**config.mk**
```make
export PLATFORM = sky130hd
export DESIGN_NAME = frame_streamer_flat
export DESIGN_NICKNAME = d
export VERILOG_FILES = /design/src/rtl/fractal_pkg.sv /design/src/rtl/frame_streamer_if.sv /design/src/rtl/stream_fifo.sv /design/src/rtl/frame_streamer.sv /design/src/flat_wrapper.sv
export SDC_FILE = /design/constraint.sdc
export NUM_CORES = 1
export LEC_CHECK = 0
export CORE_ASPECT_RATIO = 1.4
export CORE_UTILIZATION = 55
export DETAILED_ROUTE_END_ITERATION = 10
export PLACE_DENSITY = 0.74
export SKIP_LAST_GASP = 1
export SLEW_MARGIN = 30
export SYNTH_ARGS = -nofsm -noshare
export SYNTH_HDL_FRONTEND = slang
export SYNTH_SLANG_ARGS = --single-unit
```
**constraint.sdc**
```tcl
create_clock -name clock -period 12.3 [get_ports clock]
set_input_delay 3.69 -clock clock [delete_from_list [all_inputs] [get_ports clock]]
set_output_delay 3.69 -clock clock [all_outputs]
set_load 0.05 [all_outputs]
```
**src/rtl/fractal_pkg.sv**
```systemverilog
// rtl/fractal_pkg.sv - shared state encoding, width helpers and pixel tag type for the fractal display path
// Contents:
//   state_e      IDLE / ISSUE / DRAIN
//   width_of     clog2 with a floor of one bit
//   ceil_div     integer ceiling division
//   SW/AW/XW/YW  widths for the default 640x480, single-solver configuration
//   pixel_tag_t  {x, y, sof, eol, eof} carried alongside an outstanding read
package fractal_pkg;

  typedef enum logic [1:0] {
    IDLE  = 2'd0,
    ISSUE = 2'd1,
    DRAIN = 2'd2
  } state_e;

  function automatic int width_of(input int n);
    return (n <= 1) ? 1 : $clog2(n);
  endfunction

  function automatic int ceil_div(input int a, input int b);
    return (a + b - 1) / b;
  endfunction

  localparam int DEF_NUM_SOLVERS = 1;
  localparam int DEF_NUM_COLUMNS = 640;
  localparam int DEF_NUM_ROWS    = 480;

  localparam int SW = width_of(DEF_NUM_SOLVERS);
  localparam int AW = width_of(ceil_div(DEF_NUM_COLUMNS * DEF_NUM_ROWS, DEF_NUM_SOLVERS));
  localparam int XW = width_of(DEF_NUM_COLUMNS);
  localparam int YW = width_of(DEF_NUM_ROWS);

  // Coordinates are stored at a fixed width so one tag type serves every frame size.
  localparam int TAG_CW = 16;

  typedef struct packed {
    logic [TAG_CW-1:0] x;
    logic [TAG_CW-1:0] y;
    logic              sof;
    logic              eol;
    logic              eof;
  } pixel_tag_t;

endpackage

```
**src/rtl/frame_streamer_if.sv**
```systemverilog
// rtl/frame_streamer_if.sv - control, solver read and pixel stream signals of frame_streamer
// Ports (master = streamer side):
//   start/busy/frame_done              frame control
//   rd_en/rd_solver_id/rd_addr/rd_data solver memory read
//   out_valid/out_ready/out_data/out_x/out_y/out_sof/out_eol/out_eof  pixel stream
interface frame_streamer_if import fractal_pkg::*; #(
  parameter int NUM_SOLVERS = 1,
  parameter int NUM_COLUMNS = 640,
  parameter int NUM_ROWS    = 480,
  parameter int ITER_WIDTH  = 16
);
  localparam int SOLV_W = width_of(NUM_SOLVERS);
  localparam int ADDR_W = width_of(ceil_div(NUM_COLUMNS * NUM_ROWS, NUM_SOLVERS));
  localparam int X_W    = width_of(NUM_COLUMNS);
  localparam int Y_W    = width_of(NUM_ROWS);

  logic                  start;
  logic                  busy;
  logic                  frame_done;
  logic                  rd_en;
  logic [SOLV_W-1:0]     rd_solver_id;
  logic [ADDR_W-1:0]     rd_addr;
  logic [ITER_WIDTH-1:0] rd_data;
  logic                  out_valid;
  logic                  out_ready;
  logic [ITER_WIDTH-1:0] out_data;
  logic [X_W-1:0]        out_x;
  logic [Y_W-1:0]        out_y;
  logic                  out_sof;
  logic                  out_eol;
  logic                  out_eof;

  modport master (
    input  start, rd_data, out_ready,
    output busy, frame_done, rd_en, rd_solver_id, rd_addr,
    output out_valid, out_data, out_x, out_y, out_sof, out_eol, out_eof
  );

  modport slave (
    output start, rd_data, out_ready,
    input  busy, frame_done, rd_en, rd_solver_id, rd_addr,
    input  out_valid, out_data, out_x, out_y, out_sof, out_eol, out_eof
  );
endinterface

```
**src/rtl/stream_fifo.sv**
```systemverilog
// rtl/stream_fifo.sv - synchronous FIFO with occupancy count
// Ports:
//   clock, reset      rising-edge clock, asynchronous active-high reset
//   push, push_data   write side; a push while full is dropped unless a pop happens the same cycle
//   pop, pop_data     read side; pop_data shows the head entry whenever not empty
//   empty, count      occupancy status
module stream_fifo #(
  parameter int DEPTH = 4,
  parameter int WIDTH = 8
) (
  input  logic                         clock,
  input  logic                         reset,
  input  logic                         push,
  input  logic [WIDTH-1:0]             push_data,
  input  logic                         pop,
  output logic [WIDTH-1:0]             pop_data,
  output logic                         empty,
  output logic [$clog2(DEPTH+1)-1:0]   count
);
  localparam int PW = (DEPTH <= 1) ? 1 : $clog2(DEPTH);
  localparam int CW = $clog2(DEPTH + 1);

  logic [WIDTH-1:0] mem_q [DEPTH];
  logic [WIDTH-1:0] mem_d [DEPTH];
  logic [PW-1:0]    wr_q, wr_d, rd_q, rd_d;
  logic [CW-1:0]    cnt_q, cnt_d;
  logic             do_push, do_pop;

  function automatic logic [PW-1:0] ptr_next(input logic [PW-1:0] p);
    return (p == PW'(DEPTH - 1)) ? '0 : p + 1'b1;
  endfunction

  always_comb begin
    mem_d   = mem_q;
    wr_d    = wr_q;
    rd_d    = rd_q;
    cnt_d   = cnt_q;
    do_pop  = pop && (cnt_q != '0);
    do_push = push && ((cnt_q != CW'(DEPTH)) || do_pop);
    if (do_push) begin
      mem_d[wr_q] = push_data;
      wr_d        = ptr_next(wr_q);
    end
    if (do_pop) begin
      rd_d = ptr_next(rd_q);
    end
    case ({do_push, do_pop})
      2'b10:   cnt_d = cnt_q + 1'b1;
      2'b01:   cnt_d = cnt_q - 1'b1;
      default: cnt_d = cnt_q;
    endcase
  end

  always_ff @(posedge clock or posedge reset) begin
    if (reset) begin
      mem_q <= '{default: '0};
      wr_q  <= '0;
      rd_q  <= '0;
      cnt_q <= '0;
    end else begin
      mem_q <= mem_d;
      wr_q  <= wr_d;
      rd_q  <= rd_d;
      cnt_q <= cnt_d;
    end
  end

  assign pop_data = mem_q[rd_q];
  assign empty    = (cnt_q == '0);
  assign count    = cnt_q;
endmodule

```
**src/rtl/frame_streamer.sv**
```systemverilog
// rtl/frame_streamer.sv - raster-order reader of the solver banks with latency-aligned pixel stream output
// Ports:
//   clock, reset  rising-edge clock, asynchronous active-high reset
//   bus           frame_streamer_if.master: start/busy/frame_done control, rd_* solver reads,
//                 out_* valid/ready pixel stream with sof/eol/eof markers
module frame_streamer import fractal_pkg::*; #(
  parameter int NUM_SOLVERS = 1,
  parameter int NUM_COLUMNS = 640,
  parameter int NUM_ROWS    = 480,
  parameter int ITER_WIDTH  = 16,
  parameter int RD_LATENCY  = 2,
  parameter int FIFO_DEPTH  = 4
) (
  input  logic             clock,
  input  logic             reset,
  frame_streamer_if.master bus
);
  localparam int SOLV_W  = width_of(NUM_SOLVERS);
  localparam int ADDR_W  = width_of(ceil_div(NUM_COLUMNS * NUM_ROWS, NUM_SOLVERS));
  localparam int X_W     = width_of(NUM_COLUMNS);
  localparam int Y_W     = width_of(NUM_ROWS);
  localparam int TAG_W   = $bits(pixel_tag_t);
  localparam int ENTRY_W = TAG_W + ITER_WIDTH;
  localparam int CNT_W   = $clog2(FIFO_DEPTH + 1);

  state_e            state_q, state_d;
  logic [SOLV_W-1:0] solver_q, solver_d;
  logic [ADDR_W-1:0] addr_q, addr_d;
  logic [X_W-1:0]    x_q, x_d;
  logic [Y_W-1:0]    y_q, y_d;
  logic [RD_LATENCY-1:0] vld_q, vld_d;
  pixel_tag_t        tag_q [RD_LATENCY];
  pixel_tag_t        tag_d [RD_LATENCY];

  logic               rd_en, frame_done, last_pixel, pop, fifo_empty;
  logic [CNT_W-1:0]   fifo_count;
  logic [ENTRY_W-1:0] fifo_head;
  pixel_tag_t         cur_tag, head_tag;
  int                 in_flight;
  logic               unused_tag_bits;

  assign last_pixel = (x_q == X_W'(NUM_COLUMNS - 1)) && (y_q == Y_W'(NUM_ROWS - 1));
  assign cur_tag = '{x:   TAG_CW'(x_q),
                     y:   TAG_CW'(y_q),
                     sof: (x_q == '0) && (y_q == '0),
                     eol: (x_q == X_W'(NUM_COLUMNS - 1)),
                     eof: last_pixel};

  always_comb begin
    in_flight = 0;
    for (int i = 0; i < RD_LATENCY; i++) begin
      in_flight = in_flight + int'(vld_q[i]);
    end
  end

  // FSM: state register
  always_ff @(posedge clock or posedge reset) begin
    if (reset) state_q <= IDLE;
    else       state_q <= state_d;
  end

  // FSM: next state
  always_comb begin
    state_d = state_q;
    case (state_q)
      IDLE:    if (bus.start) state_d = ISSUE;
      ISSUE:   if (rd_en && last_pixel) state_d = DRAIN;
      DRAIN:   if (frame_done) state_d = IDLE;
      default: state_d = IDLE;
    endcase
  end

  // FSM: outputs. Reads are gated by credit so every returning word has a FIFO slot.
  always_comb begin
    bus.busy   = (state_q != IDLE);
    rd_en      = 1'b0;
    frame_done = 1'b0;
    if (state_q == ISSUE) rd_en = (in_flight + int'(fifo_count)) < FIFO_DEPTH;
    if (state_q == DRAIN) frame_done = pop && head_tag.eof;
  end

  // Raster and bank counters, plus the tag shift register that mirrors the read latency.
  always_comb begin
    solver_d = solver_q;
    addr_d   = addr_q;
    x_d      = x_q;
    y_d      = y_q;
    if (state_q == IDLE && bus.start) begin
      solver_d = '0;
      addr_d   = '0;
      x_d      = '0;
      y_d      = '0;
    end else if (rd_en) begin
      if (solver_q == SOLV_W'(NUM_SOLVERS - 1)) begin
        solver_d = '0;
        addr_d   = addr_q + 1'b1;
      end else begin
        solver_d = solver_q + 1'b1;
      end
      if (x_q == X_W'(NUM_COLUMNS - 1)) begin
        x_d = '0;
        y_d = (y_q == Y_W'(NUM_ROWS - 1)) ? '0 : y_q + 1'b1;
      end else begin
        x_d = x_q + 1'b1;
      end
    end

    vld_d    = vld_q;
    tag_d    = tag_q;
    vld_d[0] = rd_en;
    tag_d[0] = cur_tag;
    for (int i = 1; i < RD_LATENCY; i++) begin
      vld_d[i] = vld_q[i-1];
      tag_d[i] = tag_q[i-1];
    end
  end

  always_ff @(posedge clock or posedge reset) begin
    if (reset) begin
      solver_q <= '0;
      addr_q   <= '0;
      x_q      <= '0;
      y_q      <= '0;
      vld_q    <= '0;
      tag_q    <= '{default: '0};
    end else begin
      solver_q <= solver_d;
      addr_q   <= addr_d;
      x_q      <= x_d;
      y_q      <= y_d;
      vld_q    <= vld_d;
      tag_q    <= tag_d;
    end
  end

  // The shift-register tail lines up with rd_data, so the pair is captured together.
  stream_fifo #(
    .DEPTH(FIFO_DEPTH),
    .WIDTH(ENTRY_W)
  ) u_fifo (
    .clock     (clock),
    .reset     (reset),
    .push      (vld_q[RD_LATENCY-1]),
    .push_data ({tag_q[RD_LATENCY-1], bus.rd_data}),
    .pop       (pop),
    .pop_data  (fifo_head),
    .empty     (fifo_empty),
    .count     (fifo_count)
  );

  assign head_tag = fifo_head[ENTRY_W-1:ITER_WIDTH];
  assign pop      = bus.out_valid && bus.out_ready;

  // Coordinate bits above the frame size are always zero.
  assign unused_tag_bits = ^(head_tag.x >> X_W) ^ ^(head_tag.y >> Y_W);

  assign bus.rd_en        = rd_en;
  assign bus.rd_solver_id = solver_q;
  assign bus.rd_addr      = addr_q;
  assign bus.frame_done   = frame_done;
  assign bus.out_valid    = !fifo_empty;
  assign bus.out_data     = fifo_head[ITER_WIDTH-1:0];
  assign bus.out_x        = head_tag.x[X_W-1:0];
  assign bus.out_y        = head_tag.y[Y_W-1:0];
  assign bus.out_sof      = head_tag.sof;
  assign bus.out_eol      = head_tag.eol;
  assign bus.out_eof      = head_tag.eof;
endmodule
```
**src/flat_wrapper.sv**
```systemverilog
// flat-port wrapper written by rule: the top's interface ports become plain ports
module frame_streamer_flat import fractal_pkg::*;
#(
  parameter int NUM_SOLVERS = 1,
  parameter int NUM_COLUMNS = 640,
  parameter int NUM_ROWS    = 480,
  parameter int ITER_WIDTH  = 16,
  parameter int RD_LATENCY  = 2,
  parameter int FIFO_DEPTH  = 4
)
  (clock, reset, bus_start, bus_rd_data, bus_out_ready, bus_busy, bus_frame_done, bus_rd_en, bus_rd_solver_id, bus_rd_addr, bus_out_valid, bus_out_data, bus_out_x, bus_out_y, bus_out_sof, bus_out_eol, bus_out_eof);
  frame_streamer_if #(.NUM_SOLVERS(NUM_SOLVERS), .NUM_COLUMNS(NUM_COLUMNS), .NUM_ROWS(NUM_ROWS), .ITER_WIDTH(ITER_WIDTH)) bus_i ();
  input  logic clock;
  input  logic reset;
  input wire logic [$bits(bus_i.start)-1:0] bus_start;
  input wire logic [$bits(bus_i.rd_data)-1:0] bus_rd_data;
  input wire logic [$bits(bus_i.out_ready)-1:0] bus_out_ready;
  output wire logic [$bits(bus_i.busy)-1:0] bus_busy;
  output wire logic [$bits(bus_i.frame_done)-1:0] bus_frame_done;
  output wire logic [$bits(bus_i.rd_en)-1:0] bus_rd_en;
  output wire logic [$bits(bus_i.rd_solver_id)-1:0] bus_rd_solver_id;
  output wire logic [$bits(bus_i.rd_addr)-1:0] bus_rd_addr;
  output wire logic [$bits(bus_i.out_valid)-1:0] bus_out_valid;
  output wire logic [$bits(bus_i.out_data)-1:0] bus_out_data;
  output wire logic [$bits(bus_i.out_x)-1:0] bus_out_x;
  output wire logic [$bits(bus_i.out_y)-1:0] bus_out_y;
  output wire logic [$bits(bus_i.out_sof)-1:0] bus_out_sof;
  output wire logic [$bits(bus_i.out_eol)-1:0] bus_out_eol;
  output wire logic [$bits(bus_i.out_eof)-1:0] bus_out_eof;
  assign bus_i.start = bus_start;
  assign bus_i.rd_data = bus_rd_data;
  assign bus_i.out_ready = bus_out_ready;
  assign bus_busy = bus_i.busy;
  assign bus_frame_done = bus_i.frame_done;
  assign bus_rd_en = bus_i.rd_en;
  assign bus_rd_solver_id = bus_i.rd_solver_id;
  assign bus_rd_addr = bus_i.rd_addr;
  assign bus_out_valid = bus_i.out_valid;
  assign bus_out_data = bus_i.out_data;
  assign bus_out_x = bus_i.out_x;
  assign bus_out_y = bus_i.out_y;
  assign bus_out_sof = bus_i.out_sof;
  assign bus_out_eol = bus_i.out_eol;
  assign bus_out_eof = bus_i.out_eof;
  frame_streamer #(.NUM_SOLVERS(NUM_SOLVERS), .NUM_COLUMNS(NUM_COLUMNS), .NUM_ROWS(NUM_ROWS), .ITER_WIDTH(ITER_WIDTH), .RD_LATENCY(RD_LATENCY), .FIFO_DEPTH(FIFO_DEPTH)) u_core (.clock(clock), .reset(reset), .bus(bus_i));
endmodule
```
==> metrics.txt <==
gr usage total=22.1%; Detailed Route Iter0 Violations=308; Mapped Area=10400 sq um; ANT cells=0; initial core utilization=56.1%; CTS max path bufs=3; worst-path cell chain=clkdlybuf4s50_1 -> nand3_1 -> nor3b_1 -> clkdlybuf4s50_1; Port Buf Inserts=80; CP arrival=5.38 ns; Slew Viols, Final=0; skew final=0.00914 ns; CTS tree=built; share of cells above drive strength 1=30.9%; # H-tree levels=1; row count=59; clock sinks=245; Unique masters post-synth=52; setup TNS=0 ns; Post-Syn Nets=748; die width=118 um; pre-CTS WS=3.23 ns; # IOs=82; class of the worst hold path=reg2reg; vias per cell=5.91; Fmax achieved=110 MHz; post-route cell area=12200 sq um; Worst Slack Setup Final=3.23 ns; Synth Area per Inst=14.6 sq um; Final Non-Filler Cells=1047; global-route wire length before repair=34200 um; vias post-DR=6192; Main synth FF type=dfrtp_1; max-cap violation count=0; ys async rst share=100%; Worst Setup SP=bus_out_ready; Seq/Total Area, Yosys=58.7%; final hold vios=0; Slew Limit Headroom=43.6%; Critical Path RT=8.61 ns; Reg-to-Reg Start=u_core.vld_q[1]; DP Area=11400 sq um; pwr dens=281 nW/um^2; Clock Root Buffer=clkbuf_16; Setup Fix Bufs, Post-CTS=0; wire per inst=19.8 um; Worst-Margin Slew=0.847 ns; gpl congestion=0.866; core box area=18600 sq um; initial antenna violation count=0; post-DP HPWL=12700 um; fillers=1346; Final Hold Slack=0.348 ns; CP Capture Point=bus_frame_done; Inst Count DP=1009; DRC=0; # nets final=824; clk_lat worst skew=0.50 ns; minimum clock period=9.07 ns; DRT antenna net count=0; cts hold-fix bufs=0; RSZ-0062 raised after global routing=false; crit end category=output pin; first drt pass iteration count=4; DIE AREA=19500 sq um; die height=165 um; number of global-route vias before repair=6723; Leak=5.27 nW; Worst Path Max Fanout=3; cells on worst reg2reg path=6; setup violators final=0; clock slew seen by the registers of the worst setup and hold paths=0.06 ns; Post-synth EDFFs=0; maximum vdd drop=185 uV; crit share post-route=73.8%; Reg-to-Reg End=u_core.bus.rd_addr[18]; reg2reg setup slack=9.35 ns; PostCTS Resize Cnt=0; largest net degree at the start of global routing=175; Mapped Cells=714; CP dominant cell by count=clkdlybuf4s50_1; final WL=20700 um; crit path kind=in2out; CP startpoint kind=input pin; peak per-stage delay on the critical path=0.84 ns; Slowest cell on crit path=clkdlybuf4s50_1; Synth warnings=0; register bit total from synthesis=245; Overflow after GRT=0; status=finished, final reports clean; Num CTS Buffers=23; Layout area overhead=16.8%
## metrics by stage
step	power, mW	utilization [%]
after global routing	3.59	65.5
after detailed placement	2.75	61.5
final	3.42	65.5
after global placement	2.69	61.5
after CTS	3.46	65.5
after floorplan	2.34	-
## logic make-up after synthesis
group                      Yosys count  synth area share [%]
DFF                                245                  58.7
muxes                              194                  25.0
and+or+nand+nor                    132                  7.18
buffers and inverters               59                  2.62
AOI/OAI and AO/OA                   58                  3.78
adders and majority gates           14                  1.75
xor gates and xnor gates            11                 0.923
other                                1                0.0359
## worst min path at each step
| stage | from | endpoint | slack [ns] | cells past startpoint |
|---|---|---|---|---|
| 4_1_cts | u_core.tag_d[2] | u_core.tag_q[2] | 0.35 | 0 |
| 6_report | u_core.tag_d[5] | u_core.tag_q[5] | 0.35 | 0 |
| 5_1_grt | u_core.tag_d[11] | u_core.tag_q[11] | 0.35 | 0 |
| 3_3_place_gp | u_core.tag_d[11] | u_core.tag_q[11] | 0.33 | 0 |
| 3_5_place_dp | u_core.tag_d[5] | u_core.tag_q[5] | 0.34 | 0 |
| 2_1_floorplan | u_core.tag_d[0] | u_core.tag_q[0] | 0.33 | 0 |
## critical path, delay by kind of cell
kind	cells	cell delay [ns]
buffers and inverters	2	1.35
and+or+nand+nor	2	0.34
## cells in the final DEF (no fill, tap or decap), drive strengths merged, types with 6 or more instances in the layout
cell type and instances:
o21ai 9, dfrtp 245, o31ai 11, and4 6, nand4 16, a21oi 18
mux4 38, xnor2 6, nand3 17, nand2 30, clkbuf 30, clkdlybuf4s50 80
inv 22, nor2 15, nor3 10, or4 9, buf 9, mux2 153
ha 13
## routing by layer
layer | part of all wire (%) | track usage (%)
met1 | 40 | 27.4
met3 | 4.1 | 3.18
met5 | 0 | 0
met2 | 54 | 40.2
met4 | 1.9 | 6.96
## cell usage after synthesis, drive strengths merged, types with 2 or more instances
| master | number | area share [%] |
|---|---|---|
| a211o | 3 | 0.25 |
| a211oi | 2 | 0.14 |
| a21oi | 18 | 0.90 |
| a32o | 4 | 0.38 |
| and2 | 5 | 0.30 |
| and3 | 4 | 0.24 |
| and4 | 6 | 0.50 |
| buf | 29 | 1.5 |
| clkbuf | 9 | 0.32 |
| dfrtp | 245 | 59 |
| ha | 13 | 1.6 |
| inv | 21 | 0.75 |
| mux2 | 153 | 17 |
| mux2i | 3 | 0.29 |
| mux4 | 38 | 8.2 |
| nand2 | 30 | 1.2 |
| nand3 | 17 | 0.81 |
| nand4 | 16 | 0.96 |
| nor2 | 15 | 0.54 |
| nor3 | 10 | 0.48 |
| nor3b | 2 | 0.19 |
| nor4 | 4 | 0.30 |
| nor4b | 3 | 0.31 |
| o21ai | 9 | 0.43 |
| o311ai | 4 | 0.34 |
| o31ai | 11 | 0.79 |
| or2 | 2 | 0.12 |
| or3 | 5 | 0.30 |
| or4 | 9 | 0.65 |
| xnor2 | 6 | 0.50 |
| xor2 | 5 | 0.42 |
## where the power goes
group / switching [mW] / leakage, nW / internal, mW / total (mW)
sequential: 0.165 / 3.04 / 1.07 / 1.24
clock: 0.281 / 0.370 / 0.413 / 0.695
combinational: 0.848 / 1.86 / 0.646 / 1.49
total: 1.29 / 5.27 / 2.13 / 3.42
## cell type report
type	instances	area (sq um)	share of cell area (%)
clock buffer	30	652	5.35
clock inverter	8	96.3	0.790
inverter	21	91.3	0.749
multi-input combinational	410	4040	33.2
sequential	245	6130	50.3
tap	244	305	2.50
timing repair buffer	89	872	7.15
## registers in the layout (all words and copies together), names as in the netlist
| signal | cells |
|---|---|
| u_core.vld_q | 2 |
| u_core.tag_q | 22 |
| u_core.state_q | 2 |
| u_core.tag_d | 22 |
| u_core.y_q | 9 |
| u_core.u_fifo.wr_q | 2 |
| u_core.u_fifo.mem_q | 152 |
| u_core.x_q | 10 |
| u_core.bus.rd_addr | 19 |
| u_core.u_fifo.count | 3 |
| u_core.u_fifo.rd_q | 2 |
No activity file was read; power rests on OpenSTA's default activity.
==> variant: new RTL, same flow settings <==
`x_q` no longer has a reset.
--- a/src/rtl/frame_streamer.sv
+++ b/src/rtl/frame_streamer.sv
@@ -119,18 +119,20 @@
     if (reset) begin
       solver_q <= '0;
       addr_q   <= '0;
-      x_q      <= '0;
       y_q      <= '0;
       vld_q    <= '0;
       tag_q    <= '{default: '0};
     end else begin
       solver_q <= solver_d;
       addr_q   <= addr_d;
-      x_q      <= x_d;
       y_q      <= y_d;
       vld_q    <= vld_d;
       tag_q    <= tag_d;
     end
+  end
+
+  always_ff @(posedge clock) begin
+    x_q <= x_d;
   end
 
   // The shift-register tail lines up with rd_data, so the pair is captured together.
Check against the original RTL: no difference found for any inputs over 4 cycles, from zero or initial values and one cycle with reset high; that may be too few to reach the edited logic, so the function may still have changed.
==> variant against the unedited design <==
Area after synthesis shrank 1.6%. Final area down 1.4%. Setup slack better by 0.051 ns. Maximum frequency increased by 0.57%. Utilization increased by 0.70 points. Combinational power hardly changed. Sequential cell count is the same. Total power grew 0.44%. Cell count fell by 1.1%. Routed wire length up 0.49%. Global-route usage increased by 0.58 points. Critical endpoint unchanged. Largest cell class unchanged. Largest power group unchanged. Highest routed layer unchanged.
==> variant: results (changes against the unedited design) <==
| Metric | Value |
|---|---|
| Global-route wire length before repair | 34,880 um (+1.9%) |
| Detailed Routing Iterations Pass 1 | 5 (+1) |
| Outcome | finished, final reports clean |
| Fillers | 1,305 (-3.0%) |
| Synth cell count leaders | dfrtp_1, mux2_2, mux4_2 |
| Max reg flops | 152 (unchanged) |
| GPL Wtd Cong | 0.8191 (-5.4%) |
| Final WL | 20,800 um (+0.49%) |
| Yosys warning count | 0 (unchanged) |
| Syn nets | 740 (-1.1%) |
| Detailed-placement wirelength estimate | 12,860 um (+1.3%) |
| Distinct cells, synth | 48 (-7.7%) |
| Setup bufs post-CTS | 0 (unchanged) |
| Placed Area | 0.01130 sq mm (-1.2%) |
| Net Switching | 1.313 mW (+1.4%) |
| VDD IR max | 0.1761 mV (-4.7%) |
| Share of flip-flops with an asynchronous set or reset | 95.92% (-4.1 points) |
| Actual slew at the worst max-slew pin | 0.7956 ns (-0.05090 ns) |
| Total track usage | 22.71% (+0.58 points) |
| Seq/Total Area, Yosys | 59.17% (+0.45 points) |
| Layout net count | 813 (-1.3%) |
| CTS root buf | clkbuf_16 |
| Crit-path max FO | 3 (unchanged) |
| P_leak | 5.210 nW (-1.2%) |
| Iteration-0 DRC Markers | 350 (+14%) |
| Layout cells sized above 1 | 30.57% (-0.32 points) |
| Via count | 6,181 (-0.18%) |
| TritonCTS Buffers | 23 (unchanged) |
| Clk_skew | 0.01065 ns (+0.001514 ns) |
| Diode count | 0 (unchanged) |
| Largest net degree at the start of global routing | 114 (-35%) |
| Top post-synthesis cells by area | dfrtp_1, mux2_2, mux4_2, dfxtp_1, ha_1 |
| WP data arrival | 5.33 ns (-0.05 ns) |
| Crit path max-delay cell type | clkdlybuf4s50_1 |
| Vias in the first global route | 6,730 (+0.10%) |
[variant: final cells by class]
cell class,instances,area [sq um],share of cell area [%]
clock buffers,35,660.6,5.498
clock inverters,6,57.56,0.4790
inverters,22,90.09,0.7497
multi-input cells,402,3984,33.15
flip-flops and latches,245,6086,50.65
well taps,240,300.3,2.499
repair buffers,85,838.3,6.976
[variant: power groups by stage]
stage | clock network, mW | registers (mW) | logic (mW)
finish | 0.674 | 1.28 | 1.49
global route | 0.722 | 1.31 | 1.57
CTS | 0.691 | 1.28 | 1.50
detailed placement | 0 | 1.29 | 1.49
global placement | 0 | 1.26 | 1.46
floorplan | 0 | 1.25 | 1.10
[variant: cell families (layout without fill, tap and decap cells)]
logic type                 count (synthesis)  after routing  share of synthesized area (%)
other                                      1              1                        0.03649
and+or+nand+nor                          128            128                          6.818
DFF                                      245            245                          59.17
xor gates and xnor gates                  16             16                          1.364
muxes                                    195            195                          25.48
AOI/OAI and AO/OA                         48             48                          2.995
adders and majority gates                 14             14                          1.778
buffers and inverters                     59            148                          2.350
[variant: layer usage]
metal	global-route usage (%)	vias up	wire length (um)
li1	-	2730	-
met1	27.80	3248	8292
met2	42.17	171	11280
met3	2.951	32	828
met4	6.410	0	400
met5	0	-	0
[variant: per-stage QoR]
step / instances / total power [mW] / setup slack [ns] / hold WS [ns]
5_1_grt: 1035 / 3.610 / 3.138 / 0.3518
2_1_floorplan: 706 / 2.347 / 2.164 / 0.3312
3_3_place_gp: 994 / 2.714 / 3.269 / 0.3322
3_5_place_dp: 994 / 2.785 / 3.282 / 0.3358
4_1_cts: 1035 / 3.475 / 3.263 / 0.3505
6_report: 1035 / 3.439 / 3.279 / 0.3475
[variant: final timing paths]
path,start,endpoint,slack (ns),cells past startpoint
min in group asynchronous,reset,u_core.bus.rd_addr[8]$_DFFE_PP0P_,3.74,2
setup reg to reg,u_core.vld_q[1]$_DFF_PP0_,u_core.y_q[5]$_DFFE_PP0P_,9.13,7
max in group asynchronous,reset,u_core.u_fifo.mem_q[65]$_DFFE_PP0P_,6.52,4
hold / removal,u_core.tag_d[4]$_DFF_PP0_,u_core.tag_q[4]$_DFF_PP0_,0.35,0
hold reg to reg,u_core.tag_d[4]$_DFF_PP0_,u_core.tag_q[4]$_DFF_PP0_,0.35,0
setup / recovery,bus_out_ready,bus_frame_done,3.28,4
[variant: critical path: cells and delay by family]
family,cells,cell delay [ns]
buffers and inverters,2,1.33
and+or+nand+nor,2,0.31
